$ cat src/rtl/alu_share_arbiter_if.sv
// rtl/alu_share_arbiter_if.sv - request/response bundle between requesters and the ALU share arbiter
//
// Purpose: groups the per-requester request bus (packed NUM_REQ-wide) and the
// single tagged response channel.
// Ports (signals):
//   req_valid/req_ready      NUM_REQ         request handshake, ready is one-hot
//   req_control              NUM_REQ*4       ALU opcode per requester
//   req_imm_en               NUM_REQ*2       operand-2 select per requester
//   req_in_1/req_in_2        NUM_REQ*WORD    register operands
//   req_imm / req_imm_U_J    NUM_REQ*12/20   immediates
//   rsp_valid/rsp_ready      1               response handshake
//   rsp_id                   ID_W            owning requester
//   rsp_data                 WORD            ALU result
//   rsp_take_branch          1               ALU branch decision
// Modports: master = requesters/consumer side, slave = arbiter side.
interface alu_share_arbiter_if #(
    parameter int NUM_REQ   = 2,
    parameter int WORD_SIZE = 32
);
    localparam int ID_W = $clog2(NUM_REQ);

    logic [NUM_REQ-1:0]           req_valid;
    logic [NUM_REQ-1:0]           req_ready;
    logic [NUM_REQ*4-1:0]         req_control;
    logic [NUM_REQ*2-1:0]         req_imm_en;
    logic [NUM_REQ*WORD_SIZE-1:0] req_in_1;
    logic [NUM_REQ*WORD_SIZE-1:0] req_in_2;
    logic [NUM_REQ*12-1:0]        req_imm;
    logic [NUM_REQ*20-1:0]        req_imm_U_J;

    logic                         rsp_valid;
    logic                         rsp_ready;
    logic [ID_W-1:0]              rsp_id;
    logic [WORD_SIZE-1:0]         rsp_data;
    logic                         rsp_take_branch;

    modport master (
        output req_valid, req_control, req_imm_en, req_in_1, req_in_2,
               req_imm, req_imm_U_J, rsp_ready,
        input  req_ready, rsp_valid, rsp_id, rsp_data, rsp_take_branch
    );

    modport slave (
        input  req_valid, req_control, req_imm_en, req_in_1, req_in_2,
               req_imm, req_imm_U_J, rsp_ready,
        output req_ready, rsp_valid, rsp_id, rsp_data, rsp_take_branch
    );
endinterface

$ cat src/rtl/alu_share_arbiter.sv
// rtl/alu_share_arbiter.sv - round-robin sharing of one registered ALU among NUM_REQ requesters
//
// Purpose: picks one requester round-robin, latches its operands, drives them
// into the registered ALU for one cycle, then returns the ALU result tagged
// with the requester index. One operation in flight at a time.
// Ports:
//   clk, reset            clock, synchronous active-high reset
//   bus (slave)           request bus and tagged response channel
//   alu_control..alu_imm_U_J   operand registers driving the ALU inputs
//   alu_out, alu_take_branch   ALU results, passed through to the response
//   busy                  state is not IDLE
//   issue_cnt             accepted-request count, wraps silently
module alu_share_arbiter #(
    parameter int NUM_REQ   = 2,
    parameter int WORD_SIZE = 32,
    parameter int ID_W      = $clog2(NUM_REQ),
    parameter int CNT_W     = 16
) (
    input  logic                 clk,
    input  logic                 reset,
    alu_share_arbiter_if.slave   bus,
    output logic [3:0]           alu_control,
    output logic [1:0]           alu_imm_en,
    output logic [WORD_SIZE-1:0] alu_in_1,
    output logic [WORD_SIZE-1:0] alu_in_2,
    output logic [11:0]          alu_imm,
    output logic [19:0]          alu_imm_U_J,
    input  logic [WORD_SIZE-1:0] alu_out,
    input  logic                 alu_take_branch,
    output logic                 busy,
    output logic [CNT_W-1:0]     issue_cnt
);
    localparam logic [3:0] ALU_ADD_I    = 4'd0;
    localparam logic [1:0] ALU_READ_RS2 = 2'd0;

    localparam logic [1:0] IDLE = 2'd0;
    localparam logic [1:0] EXEC = 2'd1;
    localparam logic [1:0] WB   = 2'd2;

    logic [1:0]      state;
    logic [ID_W-1:0] rr_ptr;
    logic [ID_W-1:0] id_q;

    logic            arb_en;
    logic            found;
    logic            handshake;
    logic [ID_W-1:0] grant_idx;
    logic [ID_W:0]   cand;
    logic [ID_W-1:0] next_ptr;

    logic [3:0]           sel_control;
    logic [1:0]           sel_imm_en;
    logic [WORD_SIZE-1:0] sel_in_1;
    logic [WORD_SIZE-1:0] sel_in_2;
    logic [11:0]          sel_imm;
    logic [19:0]          sel_imm_U_J;

    // Arbitration is open in IDLE, and in WB only once the response is taken,
    // so a new op can be granted in the same cycle the previous one retires.
    assign arb_en    = (state == IDLE) || ((state == WB) && bus.rsp_ready);
    assign handshake = arb_en && found;

    // Search upward from rr_ptr with wrap; one extra bit absorbs the carry
    // before folding back into range (NUM_REQ need not be a power of two).
    always_comb begin
        found     = 1'b0;
        grant_idx = '0;
        cand      = '0;
        for (int k = 0; k < NUM_REQ; k++) begin
            cand = {1'b0, rr_ptr} + (ID_W+1)'(k);
            if (cand >= (ID_W+1)'(NUM_REQ)) begin
                cand = cand - (ID_W+1)'(NUM_REQ);
            end
            if (!found && bus.req_valid[cand[ID_W-1:0]]) begin
                found     = 1'b1;
                grant_idx = cand[ID_W-1:0];
            end
        end
    end

    always_comb begin
        sel_control = '0;
        sel_imm_en  = '0;
        sel_in_1    = '0;
        sel_in_2    = '0;
        sel_imm     = '0;
        sel_imm_U_J = '0;
        for (int i = 0; i < NUM_REQ; i++) begin
            if (grant_idx == ID_W'(i)) begin
                sel_control = bus.req_control[i*4 +: 4];
                sel_imm_en  = bus.req_imm_en[i*2 +: 2];
                sel_in_1    = bus.req_in_1[i*WORD_SIZE +: WORD_SIZE];
                sel_in_2    = bus.req_in_2[i*WORD_SIZE +: WORD_SIZE];
                sel_imm     = bus.req_imm[i*12 +: 12];
                sel_imm_U_J = bus.req_imm_U_J[i*20 +: 20];
            end
        end
    end

    assign next_ptr = (grant_idx == ID_W'(NUM_REQ-1)) ? '0 : grant_idx + ID_W'(1);

    assign bus.req_ready = handshake ? (NUM_REQ'(1) << grant_idx) : '0;

    always_ff @(posedge clk) begin
        if (reset) begin
            state       <= IDLE;
            rr_ptr      <= '0;
            id_q        <= '0;
            issue_cnt   <= '0;
            alu_control <= ALU_ADD_I;
            alu_imm_en  <= ALU_READ_RS2;
            alu_in_1    <= '0;
            alu_in_2    <= '0;
            alu_imm     <= '0;
            alu_imm_U_J <= '0;
        end else begin
            if (handshake) begin
                state       <= EXEC;
                rr_ptr      <= next_ptr;
                id_q        <= grant_idx;
                issue_cnt   <= issue_cnt + CNT_W'(1);
                alu_control <= sel_control;
                alu_imm_en  <= sel_imm_en;
                alu_in_1    <= sel_in_1;
                alu_in_2    <= sel_in_2;
                alu_imm     <= sel_imm;
                alu_imm_U_J <= sel_imm_U_J;
            end else if (state == EXEC) begin
                state <= WB;
            end else if ((state == WB) && bus.rsp_ready) begin
                state <= IDLE;
            end
        end
    end

    // Operand registers stay put through WB, so the registered ALU keeps
    // recomputing the same result and rsp_data is stable under backpressure.
    assign bus.rsp_valid       = (state == WB);
    assign bus.rsp_id          = id_q;
    assign bus.rsp_data        = alu_out;
    assign bus.rsp_take_branch = alu_take_branch;
    assign busy                = (state != IDLE);
endmodule

$ cat src/flat_wrapper.sv
// flat-port wrapper written by rule: the top's interface ports become plain ports
module alu_share_arbiter_flat 
#(
    parameter int NUM_REQ   = 2,
    parameter int WORD_SIZE = 32,
    parameter int ID_W      = $clog2(NUM_REQ),
    parameter int CNT_W     = 16
)
  (clk, reset, alu_control, alu_imm_en, alu_in_1, alu_in_2, alu_imm, alu_imm_U_J, alu_out, alu_take_branch, busy, issue_cnt, bus_req_valid, bus_req_control, bus_req_imm_en, bus_req_in_1, bus_req_in_2, bus_req_imm, bus_req_imm_U_J, bus_rsp_ready, bus_req_ready, bus_rsp_valid, bus_rsp_id, bus_rsp_data, bus_rsp_take_branch);
  alu_share_arbiter_if #(.NUM_REQ(NUM_REQ), .WORD_SIZE(WORD_SIZE)) bus_i ();
  input  logic clk;
  input  logic reset;
  output logic [3:0] alu_control;
  output logic [1:0] alu_imm_en;
  output logic [WORD_SIZE-1:0] alu_in_1;
  output logic [WORD_SIZE-1:0] alu_in_2;
  output logic [11:0] alu_imm;
  output logic [19:0] alu_imm_U_J;
  input  logic [WORD_SIZE-1:0] alu_out;
  input  logic alu_take_branch;
  output logic busy;
  output logic [CNT_W-1:0] issue_cnt;
  input wire logic [$bits(bus_i.req_valid)-1:0] bus_req_valid;
  input wire logic [$bits(bus_i.req_control)-1:0] bus_req_control;
  input wire logic [$bits(bus_i.req_imm_en)-1:0] bus_req_imm_en;
  input wire logic [$bits(bus_i.req_in_1)-1:0] bus_req_in_1;
  input wire logic [$bits(bus_i.req_in_2)-1:0] bus_req_in_2;
  input wire logic [$bits(bus_i.req_imm)-1:0] bus_req_imm;
  input wire logic [$bits(bus_i.req_imm_U_J)-1:0] bus_req_imm_U_J;
  input wire logic [$bits(bus_i.rsp_ready)-1:0] bus_rsp_ready;
  output wire logic [$bits(bus_i.req_ready)-1:0] bus_req_ready;
  output wire logic [$bits(bus_i.rsp_valid)-1:0] bus_rsp_valid;
  output wire logic [$bits(bus_i.rsp_id)-1:0] bus_rsp_id;
  output wire logic [$bits(bus_i.rsp_data)-1:0] bus_rsp_data;
  output wire logic [$bits(bus_i.rsp_take_branch)-1:0] bus_rsp_take_branch;
  assign bus_i.req_valid = bus_req_valid;
  assign bus_i.req_control = bus_req_control;
  assign bus_i.req_imm_en = bus_req_imm_en;
  assign bus_i.req_in_1 = bus_req_in_1;
  assign bus_i.req_in_2 = bus_req_in_2;
  assign bus_i.req_imm = bus_req_imm;
  assign bus_i.req_imm_U_J = bus_req_imm_U_J;
  assign bus_i.rsp_ready = bus_rsp_ready;
  assign bus_req_ready = bus_i.req_ready;
  assign bus_rsp_valid = bus_i.rsp_valid;
  assign bus_rsp_id = bus_i.rsp_id;
  assign bus_rsp_data = bus_i.rsp_data;
  assign bus_rsp_take_branch = bus_i.rsp_take_branch;
  alu_share_arbiter #(.NUM_REQ(NUM_REQ), .WORD_SIZE(WORD_SIZE), .ID_W(ID_W), .CNT_W(CNT_W)) u_core (.clk(clk), .reset(reset), .bus(bus_i), .alu_control(alu_control), .alu_imm_en(alu_imm_en), .alu_in_1(alu_in_1), .alu_in_2(alu_in_2), .alu_imm(alu_imm), .alu_imm_U_J(alu_imm_U_J), .alu_out(alu_out), .alu_take_branch(alu_take_branch), .busy(busy), .issue_cnt(issue_cnt));
endmodule
$ cat config.mk
export PLATFORM = sky130hd
export DESIGN_NAME = alu_share_arbiter_flat
export DESIGN_NICKNAME = d
export VERILOG_FILES = /design/src/rtl/alu_share_arbiter_if.sv /design/src/rtl/alu_share_arbiter.sv /design/src/flat_wrapper.sv
export SDC_FILE = /design/constraint.sdc
export NUM_CORES = 1
export LEC_CHECK = 0
export ABC_AREA = 1
export CAP_MARGIN = 20
export CORE_AREA = 4 4 153 155
export CTS_CLUSTER_DIAMETER = 120
export DETAILED_ROUTE_END_ITERATION = 10
export DIE_AREA = 0 0 157 159
export PLACE_DENSITY = 0.65
export SLEW_MARGIN = 25
export SYNTH_ARGS = -nofsm -noshare
export SYNTH_HDL_FRONTEND = slang
export SYNTH_SLANG_ARGS = --single-unit
export TNS_END_PERCENT = 20
$ cat constraint.sdc
create_clock -name clk -period 1.4 [get_ports clk]
set_clock_uncertainty 0.05 [all_clocks]
set_input_delay 0.21 -clock clk [delete_from_list [all_inputs] [get_ports clk]]
set_output_delay 0.21 -clock clk [all_outputs]
set_load 0.05 [all_outputs]
# After elaboration in Yosys (flattened, before gate mapping)

Cells that the tools add are included.

Bits in registers: 122
Input bits: 242
Output and inout port bits: 156
Word-level logic and storage cells: 54

Add/subtract/negate cells: 5
Order comparisons: 4
Equality and inequality tests: 2
Shift operators: 1
Mux-type cells: 21
Reductions and logical operators: 10

Operator list:

| cell                    | count |
|---|---|
| $mux W32                | 2 |
| $mux W20                | 1 |
| $add A16 B1 Y16 const B | 1 |
| $mux W1                 | 12 |
| $mux W12                | 1 |
| $mux W2                 | 4 |
| $lt A1 B2 Y1 const B    | 2 |
| $mux W4                 | 1 |
| $reduce_bool A2 Y1      | 2 |
| $logic_and A1 B1 Y1     | 3 |
| $reduce_bool A3 Y1      | 1 |
| $add A1 B1 Y2 const B   | 1 |
| $eq A2 B1 Y1 const B    | 1 |
| $eq A2 B2 Y1 const B    | 1 |
| $ge A1 B2 Y1 const B    | 1 |
| $ge A2 B2 Y1 const B    | 1 |
| $logic_not A2 Y1        | 1 |
| $reduce_or A2 Y1        | 1 |
| $shl A1 B1 Y2 const A   | 1 |
| $sub A1 B1 Y1 const B   | 2 |
| $add A1 B1 Y1 const B   | 1 |
| $logic_not A1 Y1        | 1 |
| $logic_or A1 B1 Y1      | 1 |

# Logic depth before layout (Yosys ltp)

Gate-level depths: netlist (run 1).

Depth in word-level cells: 10
Gate-level depth with buffers: 10
Mapped depth without buffers: 9

# Least setup slack after synthesis (run 1)

No wires, ideal clock.

Path type: register to register
Start point: reg u_core.rr_ptr
End point: reg u_core.alu_imm[1]
Arrival: 1.665 ns
Data required time: 1.292 ns
Path slack: -0.373 ns
Cell stages (with the launch flop): 10
Period minus slack after synthesis: 1.773 ns
Cells stage by stage: dfxtp_1 inv_1 nand2_2 nand2_4 buf_4 nor2_1 nand2_1 nand2_1 nand2_1 nand2_1

Cells in the longest elaborated chain, start to end: 9
Elaborated cells between the ends (all ways): 19
Classes of those cells: 3 x add/sub; 2 x order compare; 11 x mux; 3 x reduce/logical

RTL lines:

| element                                                | RTL line                                         | RTL |
|---|---|---|
| start: declaration                                     | alu_share_arbiter.sv:41                          | `logic [ID_W-1:0] rr_ptr;` |
| start signal: assignment                               | alu_share_arbiter.sv:119                         | `rr_ptr <= next_ptr;` |
| $ge A1 B2 Y1 / $sub A1 B1 Y1 (equally long branches)   | alu_share_arbiter.sv:71, alu_share_arbiter.sv:72 |  |
| $mux W1                                                | alu_share_arbiter.sv:71                          | `if (cand >= (ID_W+1)'(NUM_REQ)) begin` |
| $mux W1 (not written as such) (2 in a row)             | alu_share_arbiter.sv:74                          | `if (!found && bus.req_valid[cand[ID_W-1:0]]) begin` |
| $mux W1                                                | alu_share_arbiter.sv:74                          |  |
| $logic_not A1 Y1                                       | alu_share_arbiter.sv:74                          |  |
| $logic_and A1 B1 Y1                                    | alu_share_arbiter.sv:74                          |  |
| $mux W1                                                | alu_share_arbiter.sv:74                          |  |
| $mux W12 / $logic_and A1 B1 Y1 (equally long branches) | alu_share_arbiter.sv:89, alu_share_arbiter.sv:61 |  |
| end signal: assignment                                 | alu_share_arbiter.sv:126                         | `alu_imm <= sel_imm;` |
| end: declaration                                       | alu_share_arbiter.sv:26                          | `output logic [11:0] alu_imm,` |

Several ways; a longest one is shown, not always the timed one. The select of a mux whose other input is x is not followed.
A chain may end at the register's enable or synchronous reset.

# Worst setup path in the final report (run 1)

Start point: reg u_core.state[0]
End point: out bus_req_ready[0]

Cells in the longest elaborated chain, start to end: 5
Elaborated cells between the ends (all ways): 6
Classes of those cells: 1 x eq/ne; 1 x mux; 4 x reduce/logical

RTL lines:

| element                  | RTL line                 | RTL |
|---|---|---|
| start: declaration       | alu_share_arbiter.sv:40  | `logic [1:0] state;` |
| start signal: assignment | alu_share_arbiter.sv:106 | `state <= IDLE;` |
| start signal: assignment | alu_share_arbiter.sv:118 | `state <= EXEC;` |
| start signal: assignment | alu_share_arbiter.sv:129 | `state <= WB;` |
| $eq A2 B2 Y1             | alu_share_arbiter.sv:60  | `assign arb_en = (state == IDLE) \|\| ((state == WB) && bus.rsp_ready);` |
| $logic_and A1 B1 Y1      | alu_share_arbiter.sv:60  |  |
| $logic_or A1 B1 Y1 (*)   | alu_share_arbiter.sv:60  |  |
| $logic_and A1 B1 Y1 (*)  | alu_share_arbiter.sv:61  | `assign handshake = arb_en && found;` |
| $mux W2 (*)              | alu_share_arbiter.sv:102 | `assign bus.req_ready = handshake ? (NUM_REQ'(1) << grant_idx) : '0;` |
| end: declaration         | flat_wrapper.sv:31       | `output wire logic [$bits(bus_i.req_ready)-1:0] bus_req_ready;` |

Mark *: on every way between the ends. The rest lies on a longest branch, timed or not.

==> impl_metrics.json, run 1 <==
{
  "outcome": "finished, violations left",
  "violations": "setup timing",
  "area_delta_synth_final_pct": 108,
  "grt_max_degree": 54,
  "crit_fanout": 3,
  "final_antenna_net_count": 0,
  "rsz0062_at_grt": "yes",
  "numPortBuffers": 331,
  "post-dp-hpwl_um": 16500,
  "ios": 398,
  "num_vias": 6603,
  "htree_levels": 4,
  "cap_violations": 0,
  "hold_depth": 4,
  "clk_latency_ps": 410,
  "dieArea_sq_um": 25000,
  "dp_slack_ps": -406,
  "first_global_vias": 6478,
  "rr_worst_depth": 9,
  "synth_area_sq_um": 5760,
  "drv_slew": 0,
  "critPathLaunchType": "flip-flop",
  "grt_antenna_before_repair": 1,
  "p_per_area_nw_per_um2": 1150,
  "setup_ws_ps": -212,
  "drtIter0Drc": 242,
  "gr-usage-all-layers": 0.169,
  "yosys_warnings": 0,
  "final_cell_mix": "359 x nand2_1, 206 x clkdlybuf4s50_1, 133 x buf_12",
  "hp-class": "in -> reg",
  "die_h_um": 159,
  "wl_per_cell_um": 16.3,
  "synth_fp_nets": 1091,
  "crit_type": "reg -> out",
  "numCtsBuffers": 17,
  "synthTopCellsByArea": "dfxtp_1 42%, nand2_1 25%, nand3_1 9.4%",
  "cts_tree": "built",
  "worst_ir_drop_vdd_v": 0.000773,
  "max_freq_mhz": 620,
  "crit_path_end_kind": "primary output",
  "cts_sinks": 122,
  "ys_seq_area_frac": 0.424,
  "synth_top_area_share": 0.424,
  "fin_crit_ps": 1610,
  "initial_utilization": 0.264,
  "vias_per_cell": 4.48,
  "avgSynthCellArea_sq_um": 6.79,
  "drive_gt1_frac": 0.263,
  "cts_root_buf": "clkbuf_16",
  "fp.coreArea_sq_um": 21800,
  "ys_ff_latch": 122,
  "rows": 54,
  "synthCells": 848,
  "cts.path.max_buffers": 2,
  "drt-pass1-iter-count": 4,
  "drc": 0,
  "arrival_ps": 1350,
  "gr-total-overflow": 0,
  "grt_pass1_wl_um": 33700,
  "tightestPinTransition_ps": 286,
  "routabilityCongestion": 0.801,
  "nNetsFinal": 1422,
  "setup-tns-final_ps": -6010,
  "leakagePower_nw": 5.21,
  "period_share": 1.15,
  "worstPathRequired_ps": 1140,
  "hold_viol_final": 0,
  "die_w_um": 157,
  "wl_um": 24000,
  "ys_types": 30,
  "setup_viol_count_final": 68,
  "cts.clk_slew.worst_paths_ps": 50,
  "max-slew-margin-rel": 0.809,
  "layout_commonest_cell": "nand2_1",
  "synth_top_cell_by_area": "dfxtp_1"
}
## path summary, 6_finish.rpt
path / from / endpoint / slack (ps)
worst min register to register: u_core.state[1] / u_core.state[0] / 430
worst max-delay path: u_core.state[0] / bus_req_ready[0] / -210
worst max register to register: u_core.state[0] / u_core.alu_imm_U_J[17] / -150
worst min-delay path: bus_rsp_ready / u_core.state[1] / 110
## critical path, stage by stage (launching register included)
cell and delay [ps]:
dfxtp_2 330, inv_4 90, nand2_4 60, nand2_4 60, nand2_4 60, nor2_4 110, buf_12 120, buf_12 120
## state kept, by name, indices dropped and copies added (netlist names)
signal / flops
u_core.alu_in_1: 32
u_core.alu_in_2: 32
u_core.alu_imm_U_J: 20
u_core.issue_cnt: 16
u_core.alu_imm: 12
u_core.alu_control: 4
u_core.alu_imm_en: 2
u_core.state: 2
u_core.bus.rsp_id: 1
u_core.rr_ptr: 1
## what timing repair did
item / 4_1_cts / 5_1_grt
buffers inserted: 10 / 13
gates cloned: 2 / 12
resized for setup: 23 / 86
hold buffers: 0 / 0
endpoints found under the setup margin: 72 / 119
pin swaps: 5 / 22
## cell usage after synthesis (all sizes together)
library cell,count
nor3,10
dfxtp,122
nand2,395
nand3,108
nor3b,1
xnor2,1
nand4,5
a21o,1
buf,72
nor2b,1
o21ai,5
nor2,35
clkbuf,12
clkinv,2
inv,21
ha,1
nand3b,1
a21oi,55
## per-stage QoR
step	power, mW	util	cell area [sq um]	hold slack, ps	cells
6_report	13.8	0.549	12000	114	1473
5_1_grt	14.3	0.549	12000	118	1473
4_1_cts	13.6	0.519	11300	280	1451
3_5_place_dp	8.69	0.481	10500	370	1408
3_3_place_gp	8.66	0.481	10500	370	1408
2_1_floorplan	6.40	-	5800	270	848
## layout make-up
class	instances	area (sq um)
antenna	1	2.50
clock buffer	21	462
clock inverter	11	168
fill	1985	9850
inverter	23	96.3
multi-input combinational	619	2990
sequential	122	2470
tap	280	350
timing repair buffer	396	5440
## kinds of logic (layout without fill, tap and decap cells)
group / Yosys count / in the layout / share of synthesized area
and+or+nand+nor: 556 / 556 / 0.403
DFF: 122 / 122 / 0.424
buffers and inverters: 107 / 451 / 0.114
AOI/OAI and AO/OA: 61 / 61 / 0.0554
adders and majority gates: 1 / 1 / 0.00217
xor gates and xnor gates: 1 / 1 / 0.00152
other: 0 / 1 / 0
## layer usage
| metal | global-route usage | wire, um |
|---|---|---|
| met2 | 0.301 | 12300 |
| met5 | 0 | 0 |
| met4 | 0.0584 | 551 |
| met1 | 0.180 | 8930 |
| met3 | 0.0680 | 2160 |
## where the power goes
part           leakage, nW  total (mW)  switching [mW]  internal [mW]
Combinational         3.90        4.87            2.40           2.48
Sequential            1.01        4.18           0.361           3.82
Clock                0.302        4.72            1.64           3.08
Total                 5.21        13.8            4.40           9.37
Note: power is estimated with default switching activity, not from simulation.
==> run 2, diff against run 1 <==
--- a/config.mk
+++ b/config.mk
@@ -5,13 +5,12 @@
 export SDC_FILE = /design/constraint.sdc
 export NUM_CORES = 1
 export LEC_CHECK = 0
-export ABC_AREA = 1
 export CAP_MARGIN = 20
-export CORE_AREA = 4 4 153 155
+export CORE_AREA = 4 4 151 153
 export CTS_CLUSTER_DIAMETER = 120
 export DETAILED_ROUTE_END_ITERATION = 10
-export DIE_AREA = 0 0 157 159
-export PLACE_DENSITY = 0.65
+export DIE_AREA = 0 0 155 157
+export PLACE_DENSITY = 0.62
 export SLEW_MARGIN = 25
 export SYNTH_ARGS = -nofsm -noshare
 export SYNTH_HDL_FRONTEND = slang
==> impl_metrics.json, run 2 <==
{
  "critPathLaunchType": "flip-flop",
  "post-dp-hpwl_um": 15300,
  "clk_latency_ps": 410,
  "crit_type": "reg -> out",
  "layout_commonest_cell": "clkdlybuf4s50_1",
  "cts_root_buf": "clkbuf_16",
  "grt_max_degree": 58,
  "ctsHoldBuffers": 0,
  "avgSynthCellArea_sq_um": 10.1,
  "numPortBuffers": 331,
  "crit_fanout": 5,
  "cts.clk_slew.worst_paths_ps": 60,
  "first_global_vias": 5411,
  "synth_fp_nets": 737,
  "setup_ws_ps": -419,
  "ys_types": 40,
  "drtIter0Drc": 407,
  "grt_antenna_before_repair": 1,
  "drt-pass1-iter-count": 9,
  "wl_per_cell_um": 19.6,
  "yosys_warnings": 0,
  "synth_top_cell_by_area": "dfxtp_1",
  "finalNonFillerCells": 1150,
  "synth_most_common_cell": "dfxtp_1",
  "diodes": 0,
  "dieArea_sq_um": 24300,
  "fin_crit_ps": 1820,
  "hold_viol_final": 0,
  "ys_ff_latch": 122,
  "numCtsBuffers": 17,
  "crit_path_end_kind": "primary output",
  "num_vias": 5401,
  "initial_utilization": 0.232,
  "leakagePower_nw": 4.51,
  "synth_commonest_cells": "122 x dfxtp_1, 63 x nor2_1, 53 x a221o_1, 47 x a222oi_1, 36 x and2_1",
  "placedCellCount": 1078,
  "drv_slew": 0,
  "die_h_um": 157,
  "ios": 398,
  "synthTopCellsByArea": "dfxtp_1 49%, a221o_1 11%, a222oi_1 9.4%",
  "synth_area_sq_um": 5000,
  "cts_tree": "built",
  "hp-class": "in -> reg",
  "rsz0062_at_grt": "yes",
  "gr-total-overflow": 0,
  "dp_slack_ps": -861,
  "routabilityCongestion": 0.759,
  "nNetsFinal": 1100,
  "wl_um": 22500,
  "place_area_sq_um": 10000,
  "power_mw": 13.2,
  "final_cell_mix": "206 x clkdlybuf4s50_1, 134 x buf_12, 106 x dfxtp_1",
  "tightestPinTransition_ps": 346,
  "setup_viol_count_final": 119,
  "ys_seq_area_frac": 0.488,
  "violations": "setup timing",
  "drive_gt1_frac": 0.351,
  "synth-main-ff-cell": "dfxtp_1",
  "outcome": "finished, violations left",
  "synthCells": 494,
  "arrival_ps": 1560,
  "fin_area_sq_um": 11400,
  "ys_async_sr_fraction": 0,
  "drc": 0,
  "cts_sinks": 122,
  "period_share": 1.30,
  "area_delta_synth_final_pct": 128,
  "p_per_area_nw_per_um2": 1150,
  "rows": 54,
  "final_antenna_net_count": 0,
  "max_freq_mhz": 550,
  "max-slew-margin-rel": 0.768,
  "fp.coreArea_sq_um": 21600,
  "gr-usage-all-layers": 0.170,
  "grt_pass1_wl_um": 31800,
  "cap_violations": 0,
  "cts.path.max_buffers": 2,
  "vias_per_cell": 4.70,
  "synth_top_area_share": 0.488,
  "synth_edf_count": 0,
  "worst_ir_drop_vdd_v": 0.000698,
  "htree_levels": 4,
  "worstPathRequired_ps": 1140,
  "reg_top3": "u_core.alu_in_1 x32, u_core.alu_in_2 x32, u_core.alu_imm_U_J x20",
  "die_w_um": 155
}
[run 2: cell families after synthesis]
logic type / Yosys count / synth area share
and+or+nand+nor: 160 / 0.175
xor gates and xnor gates: 6 / 0.0105
DFF: 122 / 0.488
adders and majority gates: 1 / 0.00250
buffers and inverters: 79 / 0.0900
muxes: 2 / 0.00450
AOI/OAI and AO/OA: 124 / 0.230
[run 2: metrics by stage]
step | TNS, ps | hold slack (ps) | util
floorplan | -22250 | 269 | -
global placement | -85060 | 370 | 0.465
detailed placement | -82780 | 370 | 0.465
CTS | -39720 | 145 | 0.517
global route | -43490 | 151 | 0.530
finish | -34220 | 161 | 0.530
[run 2: critical path, cell delays in order (launching register included)]
cell and delay, ps:
dfxtp_4 360, buf_12 130, nor4b_4 320, buf_4 210
buf_12 140
[run 2: worst paths after layout]
kind | startpoint | to | slack (ps) | cells past startpoint
max | u_core.state[0] | bus_req_ready[1] | -420 | 4
min | reset | u_core.issue_cnt[0] | 160 | 3
max reg2reg | u_core.state[0] | u_core.issue_cnt[9] | -410 | 5
min reg2reg | u_core.rr_ptr | u_core.rr_ptr | 440 | 1
[run 2: cell type report]
class | count | area (sq um)
flip-flops and latches | 122 | 2480
clock inverters | 12 | 161
multi-input cells | 293 | 2310
repair buffers | 422 | 5640
well taps | 280 | 350
inverters | 1 | 3.75
fillers | 1867 | 10100
clock buffers | 20 | 467
[run 2: repair_timing]
item                                    CTS  global route
endpoints found under the setup margin  121           125
pin swaps                                52            26
gates cloned                              8             5
resized for setup                        34            37
setup buffers                            14            16
endpoints found under the hold margin     0             0
[run 2: where the power goes]
| group | internal [mW] | switching, mW |
|---|---|---|
| clock | 2.97 | 1.72 |
| sequential | 3.78 | 0.341 |
| combinational | 2.38 | 1.97 |
[run 2: per-layer routing]
| layer | track usage | share of wire | vias to the layer above |
|---|---|---|---|
| met5 | 0 | 0.00058 | - |
| li1 | - | - | 2583 |
| met1 | 0.179 | 0.35 | 2516 |
| met4 | 0.0450 | 0.0092 | 2 |
| met3 | 0.0775 | 0.11 | 14 |
| met2 | 0.307 | 0.52 | 286 |
==> run 3, diff against run 2 <==
==> constraint.sdc (replaced) <==
create_clock -name clk -period 1.7 [get_ports clk]
set_clock_uncertainty 0.05 [all_clocks]
set_input_delay 0.255 -clock clk [delete_from_list [all_inputs] [get_ports clk]]
set_output_delay 0.255 -clock clk [all_outputs]
set_load 0.05 [all_outputs]
==> impl_metrics.json, run 3 (synthesized netlist as in run 2, its figures left out) <==
{
  "outcome": "finished, violations left",
  "violations": "setup timing",
  "cap_violations": 0,
  "max_freq_mhz": 529,
  "crit_type": "reg -> out",
  "htree_levels": 4,
  "worstPathRequired_ps": 1390,
  "arrival_ps": 1590,
  "finalNonFillerCells": 1123,
  "busiest_layer": "met2",
  "seqCellArea_sq_um": 2470,
  "drive_gt1_frac": 0.302,
  "power_mw": 9.70,
  "max-slew-margin-rel": 0.660,
  "place_area_sq_um": 8470,
  "final_util": 0.439,
  "period_share": 1.11,
  "area_delta_synth_final_pct": 88.9,
  "first_global_vias": 5396,
  "tightestPinTransition_ps": 510,
  "grt_util_met3": 0.0635,
  "crit_fanout": 2,
  "cts.clk_slew.worst_paths_ps": 60,
  "fin_crit_ps": 1890,
  "routabilityCongestion": 0.732,
  "fin_hold_ws_ps": 220,
  "setup_viol_count_final": 101,
  "placedCellCount": 1073,
  "critPathLaunchType": "flip-flop",
  "multi_input_area_sq_um": 2210,
  "leakagePower_nw": 3.90,
  "setup_ws_ps": -192,
  "post-dp-hpwl_um": 15100,
  "layout_commonest_cell": "clkdlybuf4s50_1",
  "drv_slew": 0,
  "cts_root_buf": "clkbuf_16",
  "cts_sinks": 122,
  "numCtsBuffers": 17,
  "wl_per_cell_um": 18.9,
  "die_w_um": 155,
  "rsz0062_at_grt": "yes",
  "drc": 0,
  "grt_use_met2": 0.293,
  "hp-class": "in -> reg",
  "crit_path_end_kind": "primary output",
  "grt_antenna_before_repair": 1,
  "grt_pass1_wl_um": 30800,
  "die_h_um": 157,
  "ios": 398,
  "fillers": 2116,
  "dieArea_sq_um": 24300,
  "grtUsageMet1": 0.175,
  "clk_latency_ps": 410,
  "initial_utilization": 0.232,
  "numPortBuffers": 331,
  "nNetsFinal": 1072,
  "drt-pass1-iter-count": 5,
  "worst_ir_drop_vdd_v": 0.000467,
  "vias_per_cell": 4.68,
  "reg_top3": "u_core.alu_in_1 x32, u_core.alu_in_2 x32, u_core.alu_imm_U_J x20",
  "p_per_area_nw_per_um2": 1030,
  "final_antenna_net_count": 0,
  "grt_max_degree": 47,
  "fin_area_sq_um": 9450,
  "drtIter0Drc": 435,
  "cts_tree": "built",
  "hold_viol_final": 0,
  "final_cell_mix": "205 x clkdlybuf4s50_1, 155 x buf_4, 110 x dfxtp_1",
  "rows": 54,
  "gr-usage-all-layers": 0.163,
  "gr-total-overflow": 0,
  "cts.path.max_buffers": 2,
  "fp.coreArea_sq_um": 21600,
  "wl_um": 21200,
  "num_vias": 5260,
  "ctsHoldBuffers": 0
}
## run 3: timing repair
action	4_1_cts	5_1_grt
pin swaps	16	13
setup endpoints to repair	51	113
setup buffers	10	0
resized for setup	27	7
cloned	6	2
## run 3: worst max-delay path, stage by stage (launching register included)
cell	delay, ps
dfxtp_2	320
nor2b_4	130
buf_6	120
nor4b_4	330
buf_12	150
buf_12	120
## run 3: report_power, final
group	internal [mW]	total, mW	switching, mW
Combinational	1.29	2.86	1.58
Clock	2.08	3.56	1.48
Sequential	3.12	3.28	0.163
## run 3: path summary, 6_finish.rpt
| check | start | to | cells past startpoint | slack, ps |
|---|---|---|---|---|
| setup / recovery | u_core.state[1] | bus_req_ready[1] | 5 | -190 |
| hold / removal | reset | u_core.state[0] | 3 | 220 |
| setup reg to reg | u_core.state[1] | u_core.issue_cnt[9] | 6 | -100 |
| hold reg to reg | u_core.bus.rsp_id | u_core.bus.rsp_id | 1 | 400 |
## run 3: cell type report
cell class | count | area share
multi-input cells | 293 | 0.233
flip-flops and latches | 122 | 0.261
clock inverters | 14 | 0.0143
clock buffers | 18 | 0.0465
inverters | 1 | 0.000397
well taps | 280 | 0.0371
diodes | 1 | 0.000265
repair buffers | 394 | 0.407
## run 3: per-stage QoR
stage | setup WS, ps | setup TNS, ps
after floorplan | -24.7 | -49.4
after global placement | -440 | -40640
after detailed placement | -432 | -43660
after CTS | -228 | -7100
after global routing | -261 | -13560
final | -192 | -4850
## run 3: per-layer routing
layer | vias to the layer above | share of wire
li1 | 2528 | -
met1 | 2434 | 0.37
met2 | 268 | 0.50
met3 | 30 | 0.099
met4 | 0 | 0.022
met5 | - | 0
==> variant, RTL diff (flow settings as in run 1) <==
`WORD_SIZE` is set to 32 in 3 places; all go to 16.
--- a/src/rtl/alu_share_arbiter_if.sv
+++ b/src/rtl/alu_share_arbiter_if.sv
@@ -15,7 +15,7 @@
 // Modports: master = requesters/consumer side, slave = arbiter side.
 interface alu_share_arbiter_if #(
     parameter int NUM_REQ   = 2,
-    parameter int WORD_SIZE = 32
+    parameter int WORD_SIZE = 16
 );
     localparam int ID_W = $clog2(NUM_REQ);
 
--- a/src/rtl/alu_share_arbiter.sv
+++ b/src/rtl/alu_share_arbiter.sv
@@ -12,7 +12,7 @@
 //   issue_cnt             accepted-request count, wraps silently
 module alu_share_arbiter #(
     parameter int NUM_REQ   = 2,
-    parameter int WORD_SIZE = 32,
+    parameter int WORD_SIZE = 16,
     parameter int ID_W      = $clog2(NUM_REQ),
     parameter int CNT_W     = 16
 ) (
--- a/src/flat_wrapper.sv
+++ b/src/flat_wrapper.sv
@@ -2,7 +2,7 @@
 module alu_share_arbiter_flat 
 #(
     parameter int NUM_REQ   = 2,
-    parameter int WORD_SIZE = 32,
+    parameter int WORD_SIZE = 16,
     parameter int ID_W      = $clog2(NUM_REQ),
     parameter int CNT_W     = 16
 )
Interface: changed (6 resized); port bits go from 398 to 270. No check against the original RTL was run, so the function may have changed too.
==> variant against run 1 <==
  * The run still ends with negative setup slack left
  * Final area fell by 27%
  * Total power decreased by 35%
  * First-iteration DRC count shrank 12%
  * Setup slack better by 24 ps
  * Sequential cell count fell by 32
  * Wire length down 29%
  * Synthesized area fell by 26%
  * Critical path depth up 3
  * Register-to-register slack got worse by 40 ps
  * Critical path type is now reg2reg
  * Critical endpoint is now u_core.alu_imm[0]$_SDFFE_PP0P_
==> variant: results (changes against run 1) <==
worst-case reg-to-reg path depth 10 (was 9); Post-Syn Area per Cell 6.86 um^2 (was 6.79 um^2); status complete, but fails checks (unchanged); fin worst setup slack -188 ps (was -212 ps); failing checks negative setup slack (unchanged); endpoints failing setup 72 (was 68); Worst R2R End u_core.alu_imm[0]$_SDFFE_PP0P_ (was u_core.alu_imm_U_J[17]$_SDFFE_PP0P_); count of placed standard cells including taps 1,115 (was 1,408); vias in the first global route 4,434 (was 6,478); distinct cell type count after synthesis 31 (was 30); Total Routing Usage GR 0.122 (was 0.169); sequential fraction of the synthesis area 0.425 (was 0.424); setup TNS -6970 ps (was -6010 ps); routed via count 4,718 (was 6,603); critical path peak fanout 18 (was 3); Worst-Margin Slew 363 ps (was 286 ps); largest net degree at the start of global routing 45 (was 54); worst hold slack 168 ps (was 114 ps); maximum VDD drop 488 uV (was 773 uV); Switching Share 0.340 (was 0.319); Worst Path Arrival 1830 ps (was 1350 ps); Final HPWL DP 11,900 um (was 16,500 um); Port-buffer cells 235 (was 331); Inserted Diodes 0 (was 1); ranking of synthesized cells by area dfxtp_1 (42%), nand2_1 (25%), nand3_1 (9.2%) (was dfxtp_1 (42%), nand2_1 (25%), nand3_1 (9.4%)); first-pass GRT wire length 23,900 um (was 33,700 um); post-synth net total 781 (was 1,091)
## variant: cells by family (layout without fill, tap and decap cells)
| kind of cell | after synthesis | after routing | synth area share |
|---|---|---|---|
| buf+inv | 71 | 323 | 0.0974 |
| compound gates | 44 | 44 | 0.0552 |
| flops | 90 | 90 | 0.425 |
| fa+ha+maj | 1 | 1 | 0.00295 |
| xor+xnor | 2 | 2 | 0.00413 |
| simple gates | 410 | 410 | 0.415 |
## variant: cell type report
| cell class | instances | area, um^2 |
|---|---|---|
| Clock buffer | 9 | 225 |
| Clock inverter | 7 | 70.1 |
| Multi-Input combinational cell | 457 | 2210 |
| Fill cell | 2187 | 13100 |
| Sequential cell | 90 | 1830 |
| Inverter | 20 | 82.6 |
| Timing Repair Buffer | 287 | 3940 |
| Tap cell | 280 | 350 |
## variant: power by group through the flow
stage	Clock, mW	Combinational (mW)	Sequential (mW)
6_report	2.48	3.48	3.05
5_1_grt	2.65	3.67	3.08
4_1_cts	2.59	3.30	3.05
3_5_place_dp	0	3.22	3.10
3_3_place_gp	0	3.21	3.09
2_1_floorplan	0	0.844	3.76
## variant: critical path: stages, from the launching register on
cell       delay [ps]
dfxtp_2           330
inv_4              70
buf_6             100
o21ai_4            50
buf_12            120
buf_4             130
nor3_4            180
buf_12            160
clkbuf_16         180
nand2_1            70
nand3_1            70
## variant: timing repair
| action | CTS | global route |
|---|---|---|
| setup buffers | 5 | 7 |
| gates cloned | 0 | 8 |
| setup endpoints to repair | 44 | 89 |
| resized for setup | 22 | 43 |
| pin swaps | 7 | 15 |
## variant: worst max path at each step
stage,start,to,slack [ps],cells after the start
4_1_cts,u_core.state[0]$_SDFFE_PP0P_,bus_req_ready[1],-240,7
6_report,u_core.state[0]$_SDFFE_PP0P_,u_core.alu_imm[0]$_SDFFE_PP0P_,-190,10
3_5_place_dp,bus_req_valid[1],u_core.alu_imm[2]$_SDFFE_PP0P_,-380,7
3_3_place_gp,bus_req_valid[1],u_core.alu_imm[1]$_SDFFE_PP0P_,-360,7
5_1_grt,u_core.state[0]$_SDFFE_PP0P_,u_core.alu_imm_U_J[13]$_SDFFE_PP0P_,-240,10
2_1_floorplan,u_core.state[0]$_SDFFE_PP0P_,u_core.alu_in_1[14]$_SDFFE_PP0P_,-70,8
## variant: layer usage
layer	share of wire	vias to the layer above	global-route usage
li1	-	2446	-
met1	0.41	2119	0.136
met2	0.51	130	0.216
met3	0.067	23	0.0408
met4	0.019	0	0.0371
met5	0	-	0
